<file path="src/rtl/param_code_lock_pkg.sv">
// Shared types and default parameters for the serial code lock.
// Optional feature macro: PARAM_CODE_LOCK_AUTO_RELOCK_EN (see param_code_lock.sv).
package param_code_lock_pkg;

   typedef enum logic [1:0] {
      ST_ENTRY   = 2'd0,
      ST_ERROR   = 2'd1,
      ST_OPEN    = 2'd2,
      ST_LOCKOUT = 2'd3
   } state_t;

   localparam int unsigned     DEF_CODE_W      = 4;
   localparam logic [3:0]      DEF_CODE        = 4'b1011;
   localparam int unsigned     DEF_MAX_FAIL    = 3;
   localparam int unsigned     DEF_LOCKOUT_CYC = 1000;
   localparam int unsigned     DEF_UNLOCK_CYC  = 500;

   // $clog2 that never yields a zero-width vector
   function automatic int unsigned clog2_min1(input int unsigned val);
      int unsigned w;
      w = $clog2(val);
      return (w == 0) ? 1 : w;
   endfunction

endpackage

</file>
<file path="src/rtl/param_code_lock_if.sv">
// Keypad-side bus of the code lock: code bit strobe, submit strobe and status.
interface param_code_lock_if
   import param_code_lock_pkg::*;
#(
   parameter int unsigned FAIL_W = $clog2(DEF_MAX_FAIL + 1),
   parameter int unsigned IDX_W  = $clog2(DEF_CODE_W + 1)
);
   logic              data_in;
   logic              bit_valid;
   logic              submit;
   logic              locked;
   logic              unlocked;
   logic              lockout;
   logic [FAIL_W-1:0] fail_count;
   logic [IDX_W-1:0]  bit_idx;

   // Front end drives the strobes and observes status
   modport master (
      output data_in, bit_valid, submit,
      input  locked, unlocked, lockout, fail_count, bit_idx
   );

   // The lock consumes the strobes and reports status
   modport slave (
      input  data_in, bit_valid, submit,
      output locked, unlocked, lockout, fail_count, bit_idx
   );
endinterface

</file>
<file path="src/rtl/param_code_lock_lock_timer.sv">
// Loadable down-counter that saturates at zero; shared by lockout and relock timing.
module lock_timer #(
   parameter int unsigned CNT_W = 4
) (
   input  logic             clk,
   input  logic             reset,
   input  logic             i_load,
   input  logic [CNT_W-1:0] i_load_val,
   input  logic             i_en,
   output logic             o_zero_c
);
   logic [CNT_W-1:0] r_count;

   // Load has priority; counting stops at zero
   always_ff @(posedge clk) begin
      if (reset) begin
         r_count <= '0;
      end else if (i_load) begin
         r_count <= i_load_val;
      end else if (i_en && (r_count != '0)) begin
         r_count <= r_count - CNT_W'(1);
      end
   end

   assign o_zero_c = (r_count == '0);
endmodule

</file>
<file path="src/rtl/param_code_lock.sv">
// Parametrised serial code lock: MSB-first bit entry, failure counting, timed lockout.
// Optional feature macro: PARAM_CODE_LOCK_AUTO_RELOCK_EN (auto relock after UNLOCK_CYC).
module param_code_lock
   import param_code_lock_pkg::*;
#(
   parameter int unsigned       CODE_W      = DEF_CODE_W,
   parameter logic [CODE_W-1:0] CODE        = CODE_W'(DEF_CODE),
   parameter int unsigned       MAX_FAIL    = DEF_MAX_FAIL,
   parameter int unsigned       LOCKOUT_CYC = DEF_LOCKOUT_CYC,
   parameter int unsigned       UNLOCK_CYC  = DEF_UNLOCK_CYC
) (
   input  logic               clk,
   input  logic               reset,
   param_code_lock_if.slave   bus
);
   localparam int unsigned FAIL_W = $clog2(MAX_FAIL + 1);
   localparam int unsigned IDX_W  = $clog2(CODE_W + 1);
`ifdef PARAM_CODE_LOCK_AUTO_RELOCK_EN
   localparam int unsigned CNT_W  = clog2_min1((LOCKOUT_CYC > UNLOCK_CYC) ? LOCKOUT_CYC : UNLOCK_CYC);
`else
   localparam int unsigned CNT_W  = clog2_min1(LOCKOUT_CYC);
`endif
   localparam logic [FAIL_W-1:0] FAIL_LAST = FAIL_W'(MAX_FAIL - 1);
   localparam logic [FAIL_W-1:0] FAIL_MAX  = FAIL_W'(MAX_FAIL);
   localparam logic [IDX_W-1:0]  IDX_LAST  = IDX_W'(CODE_W - 1);

   // Reject parameter sets the lock cannot implement
   if (CODE_W < 2)      begin : g_bad_code_w   $error("CODE_W must be at least 2");      end
   if (MAX_FAIL < 1)    begin : g_bad_max_fail $error("MAX_FAIL must be at least 1");    end
   if (LOCKOUT_CYC < 1) begin : g_bad_lockout  $error("LOCKOUT_CYC must be at least 1"); end
   if (UNLOCK_CYC < 1)  begin : g_bad_unlock   $error("UNLOCK_CYC must be at least 1");  end

   state_t            r_state;
   logic [FAIL_W-1:0] r_fail_count;
   logic [IDX_W-1:0]  r_bit_idx;
   logic              r_locked;
   logic              r_unlocked;
   logic              r_lockout;

   logic [CODE_W-1:0] w_code_shl;
   logic              w_exp_bit;
   logic              w_in_entry;
   logic              w_abandon;
   logic              w_strobe;
   logic              w_match;
   logic              w_mismatch;
   logic              w_final;
   logic              w_fail;
   logic              w_last_fail;
   logic              w_to_lockout;
   logic              w_tmr_load;
   logic [CNT_W-1:0]  w_tmr_val;
   logic              w_tmr_en;
   logic              w_tmr_zero;
   logic              w_relock_due;

   // Expected bit: shifting the code left by the progress puts it at the MSB
   assign w_code_shl   = CODE << r_bit_idx;
   assign w_exp_bit    = w_code_shl[CODE_W-1];

   // Entry-state events; submit masks a same-cycle bit strobe
   assign w_in_entry   = (r_state == ST_ENTRY);
   assign w_abandon    = w_in_entry && bus.submit && (r_bit_idx != '0);
   assign w_strobe     = w_in_entry && !bus.submit && bus.bit_valid;
   assign w_match      = w_strobe && (bus.data_in == w_exp_bit);
   assign w_mismatch   = w_strobe && (bus.data_in != w_exp_bit);
   assign w_final      = w_match && (r_bit_idx == IDX_LAST);
   assign w_fail       = w_abandon || w_mismatch;
   assign w_last_fail  = (r_fail_count == FAIL_LAST);
   assign w_to_lockout = w_fail && w_last_fail;

   // Timer control: load on entry to a timed state, count while in it
`ifdef PARAM_CODE_LOCK_AUTO_RELOCK_EN
   assign w_tmr_load   = w_to_lockout || w_final;
   assign w_tmr_val    = w_to_lockout ? CNT_W'(LOCKOUT_CYC - 1) : CNT_W'(UNLOCK_CYC - 1);
   assign w_tmr_en     = (r_state == ST_LOCKOUT) || (r_state == ST_OPEN);
   assign w_relock_due = w_tmr_zero;
`else
   assign w_tmr_load   = w_to_lockout;
   assign w_tmr_val    = CNT_W'(LOCKOUT_CYC - 1);
   assign w_tmr_en     = (r_state == ST_LOCKOUT);
   assign w_relock_due = 1'b0;
`endif

   lock_timer #(
      .CNT_W      (CNT_W)
   ) u_timer (
      .clk        (clk),
      .reset      (reset),
      .i_load     (w_tmr_load),
      .i_load_val (w_tmr_val),
      .i_en       (w_tmr_en),
      .o_zero_c   (w_tmr_zero)
   );

   // Lock FSM with registered Moore outputs updated alongside the state
   always_ff @(posedge clk) begin
      if (reset) begin
         r_state      <= ST_ENTRY;
         r_bit_idx    <= '0;
         r_fail_count <= '0;
         r_locked     <= 1'b1;
         r_unlocked   <= 1'b0;
         r_lockout    <= 1'b0;
      end else begin
         case (r_state)
            ST_ENTRY: begin
               if (w_fail) begin
                  r_bit_idx <= '0;
                  if (w_last_fail) begin
                     r_state      <= ST_LOCKOUT;
                     r_fail_count <= FAIL_MAX;
                     r_lockout    <= 1'b1;
                  end else begin
                     r_fail_count <= r_fail_count + FAIL_W'(1);
                     if (w_mismatch) begin
                        r_state <= ST_ERROR;
                     end
                  end
               end else if (w_final) begin
                  r_state      <= ST_OPEN;
                  r_fail_count <= '0;
                  r_bit_idx    <= '0;
                  r_locked     <= 1'b0;
                  r_unlocked   <= 1'b1;
               end else if (w_match) begin
                  r_bit_idx <= r_bit_idx + IDX_W'(1);
               end
            end
            ST_ERROR: begin
               if (bus.submit) begin
                  r_state <= ST_ENTRY;
               end
            end
            ST_OPEN: begin
               if (bus.submit || w_relock_due) begin
                  r_state    <= ST_ENTRY;
                  r_locked   <= 1'b1;
                  r_unlocked <= 1'b0;
               end
            end
            ST_LOCKOUT: begin
               if (w_tmr_zero) begin
                  r_state      <= ST_ENTRY;
                  r_fail_count <= '0;
                  r_lockout    <= 1'b0;
               end
            end
            default: begin
               r_state    <= ST_ENTRY;
               r_bit_idx  <= '0;
               r_locked   <= 1'b1;
               r_unlocked <= 1'b0;
               r_lockout  <= 1'b0;
            end
         endcase
      end
   end

   assign bus.locked     = r_locked;
   assign bus.unlocked   = r_unlocked;
   assign bus.lockout    = r_lockout;
   assign bus.fail_count = r_fail_count;
   assign bus.bit_idx    = r_bit_idx;
endmodule

</file>
<file path="src/flat_wrapper.sv">
// flat-port wrapper written by rule: the top's interface ports become plain ports
module param_code_lock_flat import param_code_lock_pkg::*;
#(
   parameter int unsigned       CODE_W      = DEF_CODE_W,
   parameter logic [CODE_W-1:0] CODE        = CODE_W'(DEF_CODE),
   parameter int unsigned       MAX_FAIL    = DEF_MAX_FAIL,
   parameter int unsigned       LOCKOUT_CYC = DEF_LOCKOUT_CYC,
   parameter int unsigned       UNLOCK_CYC  = DEF_UNLOCK_CYC
)
  (clk, reset, bus_data_in, bus_bit_valid, bus_submit, bus_locked, bus_unlocked, bus_lockout, bus_fail_count, bus_bit_idx);
  param_code_lock_if #(.FAIL_W(2), .IDX_W(3)) bus_i ();
  input  logic clk;
  input  logic reset;
  input wire logic [$bits(bus_i.data_in)-1:0] bus_data_in;
  input wire logic [$bits(bus_i.bit_valid)-1:0] bus_bit_valid;
  input wire logic [$bits(bus_i.submit)-1:0] bus_submit;
  output wire logic [$bits(bus_i.locked)-1:0] bus_locked;
  output wire logic [$bits(bus_i.unlocked)-1:0] bus_unlocked;
  output wire logic [$bits(bus_i.lockout)-1:0] bus_lockout;
  output wire logic [$bits(bus_i.fail_count)-1:0] bus_fail_count;
  output wire logic [$bits(bus_i.bit_idx)-1:0] bus_bit_idx;
  assign bus_i.data_in = bus_data_in;
  assign bus_i.bit_valid = bus_bit_valid;
  assign bus_i.submit = bus_submit;
  assign bus_locked = bus_i.locked;
  assign bus_unlocked = bus_i.unlocked;
  assign bus_lockout = bus_i.lockout;
  assign bus_fail_count = bus_i.fail_count;
  assign bus_bit_idx = bus_i.bit_idx;
  param_code_lock #(.CODE_W(CODE_W), .CODE(CODE), .MAX_FAIL(MAX_FAIL), .LOCKOUT_CYC(LOCKOUT_CYC), .UNLOCK_CYC(UNLOCK_CYC)) u_core (.clk(clk), .reset(reset), .bus(bus_i));
endmodule
</file>
<file path="config.mk">
export PLATFORM = sky130hd
export DESIGN_NAME = param_code_lock_flat
export DESIGN_NICKNAME = d
export VERILOG_FILES = /design/src/rtl/param_code_lock_pkg.sv /design/src/rtl/param_code_lock_if.sv /design/src/rtl/param_code_lock_lock_timer.sv /design/src/rtl/param_code_lock.sv /design/src/flat_wrapper.sv
export SDC_FILE = /design/constraint.sdc
export NUM_CORES = 1
export LEC_CHECK = 0
export ABC_AREA = 0
export ABC_CLOCK_PERIOD_IN_PS = 2000
export CAP_MARGIN = 20
export CORE_MARGIN = 3
export CORE_UTILIZATION = 49
export DETAILED_ROUTE_END_ITERATION = 10
export PLACE_DENSITY_LB_ADDON = 0.15
export SLEW_MARGIN = 5
export SYNTH_ARGS = -nofsm -noshare
export SYNTH_HDL_FRONTEND = slang
export SYNTH_SLANG_ARGS = --single-unit
</file>
<file path="constraint.sdc">
create_clock -name clk -period 2 [get_ports clk]
set_clock_uncertainty 0.1 [all_clocks]
set_input_delay 0.2 -clock clk [delete_from_list [all_inputs] [get_ports clk]]
set_output_delay 0.2 -clock clk [all_outputs]
set_load 0.005 [all_outputs]
</file>
==> results of run 1 <==
==> repair_timing <==
action | 4_1_cts | 5_1_grt
hold buffers | 0 | 0
gates cloned | 0 | 0
pin swaps | 5 | 3
gates resized for setup | 6 | 11
setup endpoints to repair | 6 | 7
endpoints found under the hold margin | 0 | 0
setup buffers | 1 | 0
==> layout make-up <==
| type | count | area [um2] | area share [%] |
|---|---|---|---|
| clock inverter | 1 | 30.03 | 1.926 |
| multi-input combinational | 98 | 732.0 | 46.95 |
| sequential | 20 | 406.6 | 26.08 |
| clock buffer | 3 | 22.52 | 1.445 |
| inverter | 11 | 41.29 | 2.648 |
| timing repair buffer | 35 | 292.8 | 18.78 |
| tap | 27 | 33.78 | 2.167 |
==> through the flow <==
step | area [um2] | util, % | instances | TNS (ps)
3_5_place_dp | 1444 | 70.02 | 190 | -300.2
6_report | 1559 | 75.61 | 195 | -7.939
3_3_place_gp | 1444 | 70.02 | 190 | -119.9
5_1_grt | 1559 | 75.61 | 195 | -159.3
4_1_cts | 1526 | 74.03 | 195 | -2.371
2_1_floorplan | 1144 | - | 132 | -18.81
==> synth_stat cells (2+ instances only) <==
library cell	n	area (um2)
a21oi_1	10	50.05
a22oi_1	2	15.01
a31oi_1	3	18.77
and3_1	2	12.51
clkbuf_1	2	7.510
dfxtp_1	20	400.4
ha_1	9	112.6
inv_1	11	41.29
nand2_1	6	22.52
nand2b_1	4	25.02
nand4_1	3	18.77
nor2_1	11	41.29
nor2b_1	3	18.77
nor3_1	8	40.04
o21ai_0	6	30.03
o31ai_1	2	15.01
or2_2	2	12.51
or3_1	2	12.51
xnor2_1	4	35.03
xor2_1	2	17.52
==> power by group <==
group	switching [mW]	internal (mW)	total, mW
combinational	0.193	0.220	0.413
clock	0.138	0.203	0.340
sequential	0.0132	0.427	0.440
total	0.343	0.850	1.19
==> final timing paths <==
kind / cells past startpoint / endpoint / start
max: 5 / u_core.r_state[1] / u_core.u_timer.r_count[9]
min: 2 / u_core.bus.unlocked / u_core.bus.unlocked
max reg2reg: 5 / u_core.r_state[1] / u_core.u_timer.r_count[9]
min reg2reg: 2 / u_core.bus.unlocked / u_core.bus.unlocked
==> state kept, by name, summed over array words and instances, names as in the netlist <==
signal and cells:
u_core.bus.fail_count 2, u_core.bus.unlocked 1, u_core.bus.locked 1, u_core.bus.bit_idx 3, u_core.r_state 2, u_core.bus.lockout 1, u_core.u_timer.r_count 10
==> cells by family after synthesis <==
group / after synthesis
flops: 20
buf+inv: 14
fa+ha+maj: 9
compound gates: 32
mux: 1
xor+xnor: 6
simple gates: 50
==> layer usage <==
metal / GRT usage (%) / routed length (um) / vias to the layer above
met5: 0 / 0 / -
met3: 3.601 / 99 / 4
met4: 9.129 / 43 / 0
li1: - / - / 546
met1: 25.38 / 1191 / 524
met2: 33.87 / 1246 / 27
==> layout by cell type (no fill, tap or decap), types with 3 or more instances in the layout <==
| cell | instances |
|---|---|
| o21ai_0 | 3 |
| nand2b_1 | 4 |
| xnor2_1 | 4 |
| clkdlybuf4s50_1 | 12 |
| nor2_1 | 11 |
| nor2b_1 | 3 |
| dfxtp_1 | 15 |
| clkbuf_4 | 3 |
| a31oi_1 | 3 |
| buf_4 | 23 |
| nor3_1 | 5 |
| nand4_1 | 3 |
| a21oi_1 | 9 |
| inv_1 | 11 |
| nand2_1 | 6 |
| dfxtp_2 | 5 |
| ha_1 | 7 |
| o21ai_1 | 3 |
==> tightest hold or removal path: stages (launching register included) <==
cell and delay (ps):
dfxtp_1 330, o21ai_0 60, a21oi_1 60
==> results.cfg, run 1 <==
[synth]
syn_inst = 132
synth_mux_area_share_pct = 0.9967
ys_warn_count = 0
synth_xor_area_share_pct = 4.651
ys_ff_latch = 20
synthSimpleGateAreaFrac_pct = 24.58
synth_compound_area_share_pct = 19.05
synth_top_family_by_area = simple AND/OR/NAND/NOR gates
synth-edff-count = 0
ys_types = 40
yosysSeqAreaShare_pct = 35.44
synth_ff_type = dfxtp_1
syn_area_um2 = 1130
syn_area_per_cell_um2 = 8.559
async_flop_share_pct = 0
synthAdderAreaFrac_pct = 9.967
syn_nets = 146

[die]
core_um2 = 2062
die_h_um = 54.02
die_w_um = 54.02
io-pin-count = 13
dieArea_um2 = 2918
start_util_pct = 54.79
rows = 16

[critical_path]
crit_buf_inv = 0
worstPathRequired_ps = 2150
slowest_delay_ps = 540
critPathMaxFanout = 4
cpLargestDelayFamily = compound AO/OA/AOI/OAI gates
cp-end-kind = register
critPathLaunchType = register
crit_slowest_cell = or4_4
crit_arrival_ps = 2160
cp_cell_sequence = or4_4 > o31a_1 > o21bai_4 > a2111o_1 > a21oi_2
reg2reg_slack_ps = -8
path_class = reg -> reg

[final_layout]
fin_nets = 183
layout-drive-gt1-share_pct = 29.76
n_antenna_cell = 0
fill_cells = 154
syn_to_final_growth_pct = 37.98

[global_route]
overflow = 0
grt_pass1_wl_mm = 4.422
grt_max_degree = 16
antenna_found_initial = 0
grt_usage_pct = 20.33
grt_pass1_vias = 1073

[routing]
drtAntennaViolNets = 0
wire_per_inst_um = 13.23
num_vias = 1101
wirelength_mm = 2.580
drc = 0
drt_iter0_markers = 39
viasPerCell = 5.646
drt-pass1-iter-count = 4

[cts]
clkTransAtPathRegs_ps = 120
cts_buffers = 3
clk_latency_ps = 310
cts-htree-levels = 1
cts.sinks = 20
cts_tree = done
ctsRootBufferMaster = clkbuf_4
cts_max_path_buffers = 2

[sta]
finalMaxSlewViolations = 0
whs_ps = 384.6
rsz0062_at_grt = yes
period_minus_slack_ps = 2008
max_clock_freq_mhz = 498.0
setup_slack_ps = -7.939
setup-violations-final = 1
relSlewSlack_pct = 77.04
hold_viol_final = 0
fin_crit_sh_pct = 100.4
tightest_slew_ps = 342.1

[place]
preCtsSetupSlack_ps = -96.11
routabilityCongestion = 0.8691
dp_hpwl_mm = 1.906
portBuffers = 12

[power]
leakage_nw = 0.6120
vdd_ir_drop_max_mv = 0.5851
p_per_area_nw_per_um2 = 765.6
power.total_mw = 1.194

[status]
outcome = finished, violations left
violations = setup timing

[flow_run]
drv_cap = 0

[min_path]
hold_path.class = reg -> reg
No activity file was read; power rests on OpenSTA's default activity.
==> run 2: changes to the inputs <==
CORE_ASPECT_RATIO = 0.7   (was default)
HOLD_SLACK_MARGIN = 0.03   (was default)
==> results.cfg, run 2 (synthesis results as in run 1) <==
[final_layout]
largest_reg_flops = 10
layout_commonest_cell = buf_4
instances_no_fill = 194
syn_to_final_growth_pct = 34.33
fin_nets = 180
layout-drive-gt1-share_pct = 28.66
top_register = u_core.u_timer.r_count
n_antenna_cell = 0
layout_common_cells = 19 x buf_4, 15 x dfxtp_1, 12 x clkdlybuf4s50_1

[global_route]
overflow = 0
grt_max_degree = 11
grt_usage_pct = 21.59
antenna_found_initial = 0
grt_pass1_vias = 984
grt_pass1_wl_mm = 4.809

[routing]
drt_iter0_markers = 63
drt-pass1-iter-count = 4
num_vias = 1071
drtAntennaViolNets = 0
wire_per_inst_um = 14.89
drc = 0
viasPerCell = 5.521
wirelength_mm = 2.888

[critical_path]
critPathMaxFanout = 3
crit_arrival_ps = 2140
cpLargestDelayFamily = compound AO/OA/AOI/OAI gates
slowest_delay_ps = 530
crit_slowest_cell = or4_4
critPathLaunchType = register
path_class = reg -> reg
worstRegToRegCells = 5
path_depth = 5
crit_buf_inv = 0
cp-end-kind = register
worstPathRequired_ps = 2150
cp_cell_sequence = or4_4 > o31a_1 > o21bai_4 > a2111o_1 > a21oi_2

[sta]
rsz0062_at_grt = yes
finalMaxSlewViolations = 0
setup_slack_ps = 14.76
relSlewSlack_pct = 76.95
setup-violations-final = 0
period_minus_slack_ps = 1985
hold_viol_final = 0
max_clock_freq_mhz = 503.7
fin_crit_sh_pct = 99.26
tightest_slew_ps = 342.6
setup-tns-final_ps = 0

[die]
start_util_pct = 56.02
io-pin-count = 13
die_w_um = 63.40
core_um2 = 2017
die_h_um = 46.18
rows = 13
dieArea_um2 = 2927

[cts]
ctsRootBufferMaster = clkbuf_4
cts_buffers = 3
cts_tree = done
postCtsSetupBuffers = 0
clkTransAtPathRegs_ps = 120
hold_buffers = 0
cts_max_path_buffers = 2
cts.sinks = 20
clk_latency_ps = 310
cts-htree-levels = 1

[min_path]
hold_path.class = reg -> reg
hold_depth = 2

[place]
portBuffers = 12
preCtsSetupSlack_ps = -249.2
routabilityCongestion = 0.8826
dp.cells = 191
dp_hpwl_mm = 2.251

[power]
p_per_area_nw_per_um2 = 718.5
vdd_ir_drop_max_mv = 0.4649
leakage_nw = 0.5832
power.total_mw = 1.090

[status]
outcome = finished, final reports clean

[flow_run]
drv_cap = 0
run 2: metrics by stage:
stage	instance area, um2	util [%]	hold slack (ps)
CTS	1488	73.76	396.4
floorplan	1144	-	280.5
finish	1518	75.25	392.3
global placement	1433	71.03	363.9
detailed placement	1433	71.03	376.5
global route	1518	75.25	440.3
run 2: tightest hold or removal path: stages, from the launching register on:
cell	delay, ps
dfxtp_1	330
o21ai_0	70
a21oi_1	60
run 2: where the power goes:
group / internal (mW) / leakage [nW] / switching (mW) / total [mW]
registers: 0.427 / 0.164 / 0.0148 / 0.442
logic: 0.237 / 0.405 / 0.213 / 0.450
clock network: 0.0705 / 0.0138 / 0.128 / 0.198
run 2: timing repair:
action                                  4_1_cts  5_1_grt
pin swaps                                     5        7
endpoints found under the setup margin        6        7
gates cloned                                  0        0
gates resized for setup                      11        9
run 2: final cells by class:
type,instances,area (um2)
Sequential cell,20,406.6
Inverter,11,41.29
Tap cell,30,37.54
Multi-Input combinational cell,98,735.7
Timing Repair Buffer,32,274.0
Fill cell,175,499.2
Clock buffer,3,22.52
run 2: path summary, 6_finish.rpt:
path                             startpoint             endpoint  slack, ps
setup / recovery  u_core.u_timer.r_count[9]    u_core.r_state[1]         10
hold / removal          u_core.bus.unlocked  u_core.bus.unlocked        390
setup reg to reg  u_core.u_timer.r_count[9]    u_core.r_state[1]         10
hold reg to reg         u_core.bus.unlocked  u_core.bus.unlocked        390
run 2: metal layers:
metal	share of wire, %	global-route usage, %	up-vias	routed length [um]
met5	0	0	-	0
met2	45	34.44	37	1295
met3	5.4	5.122	4	155
met1	49	29.07	495	1418
met4	0.66	7.296	0	19
li1	-	-	535	-
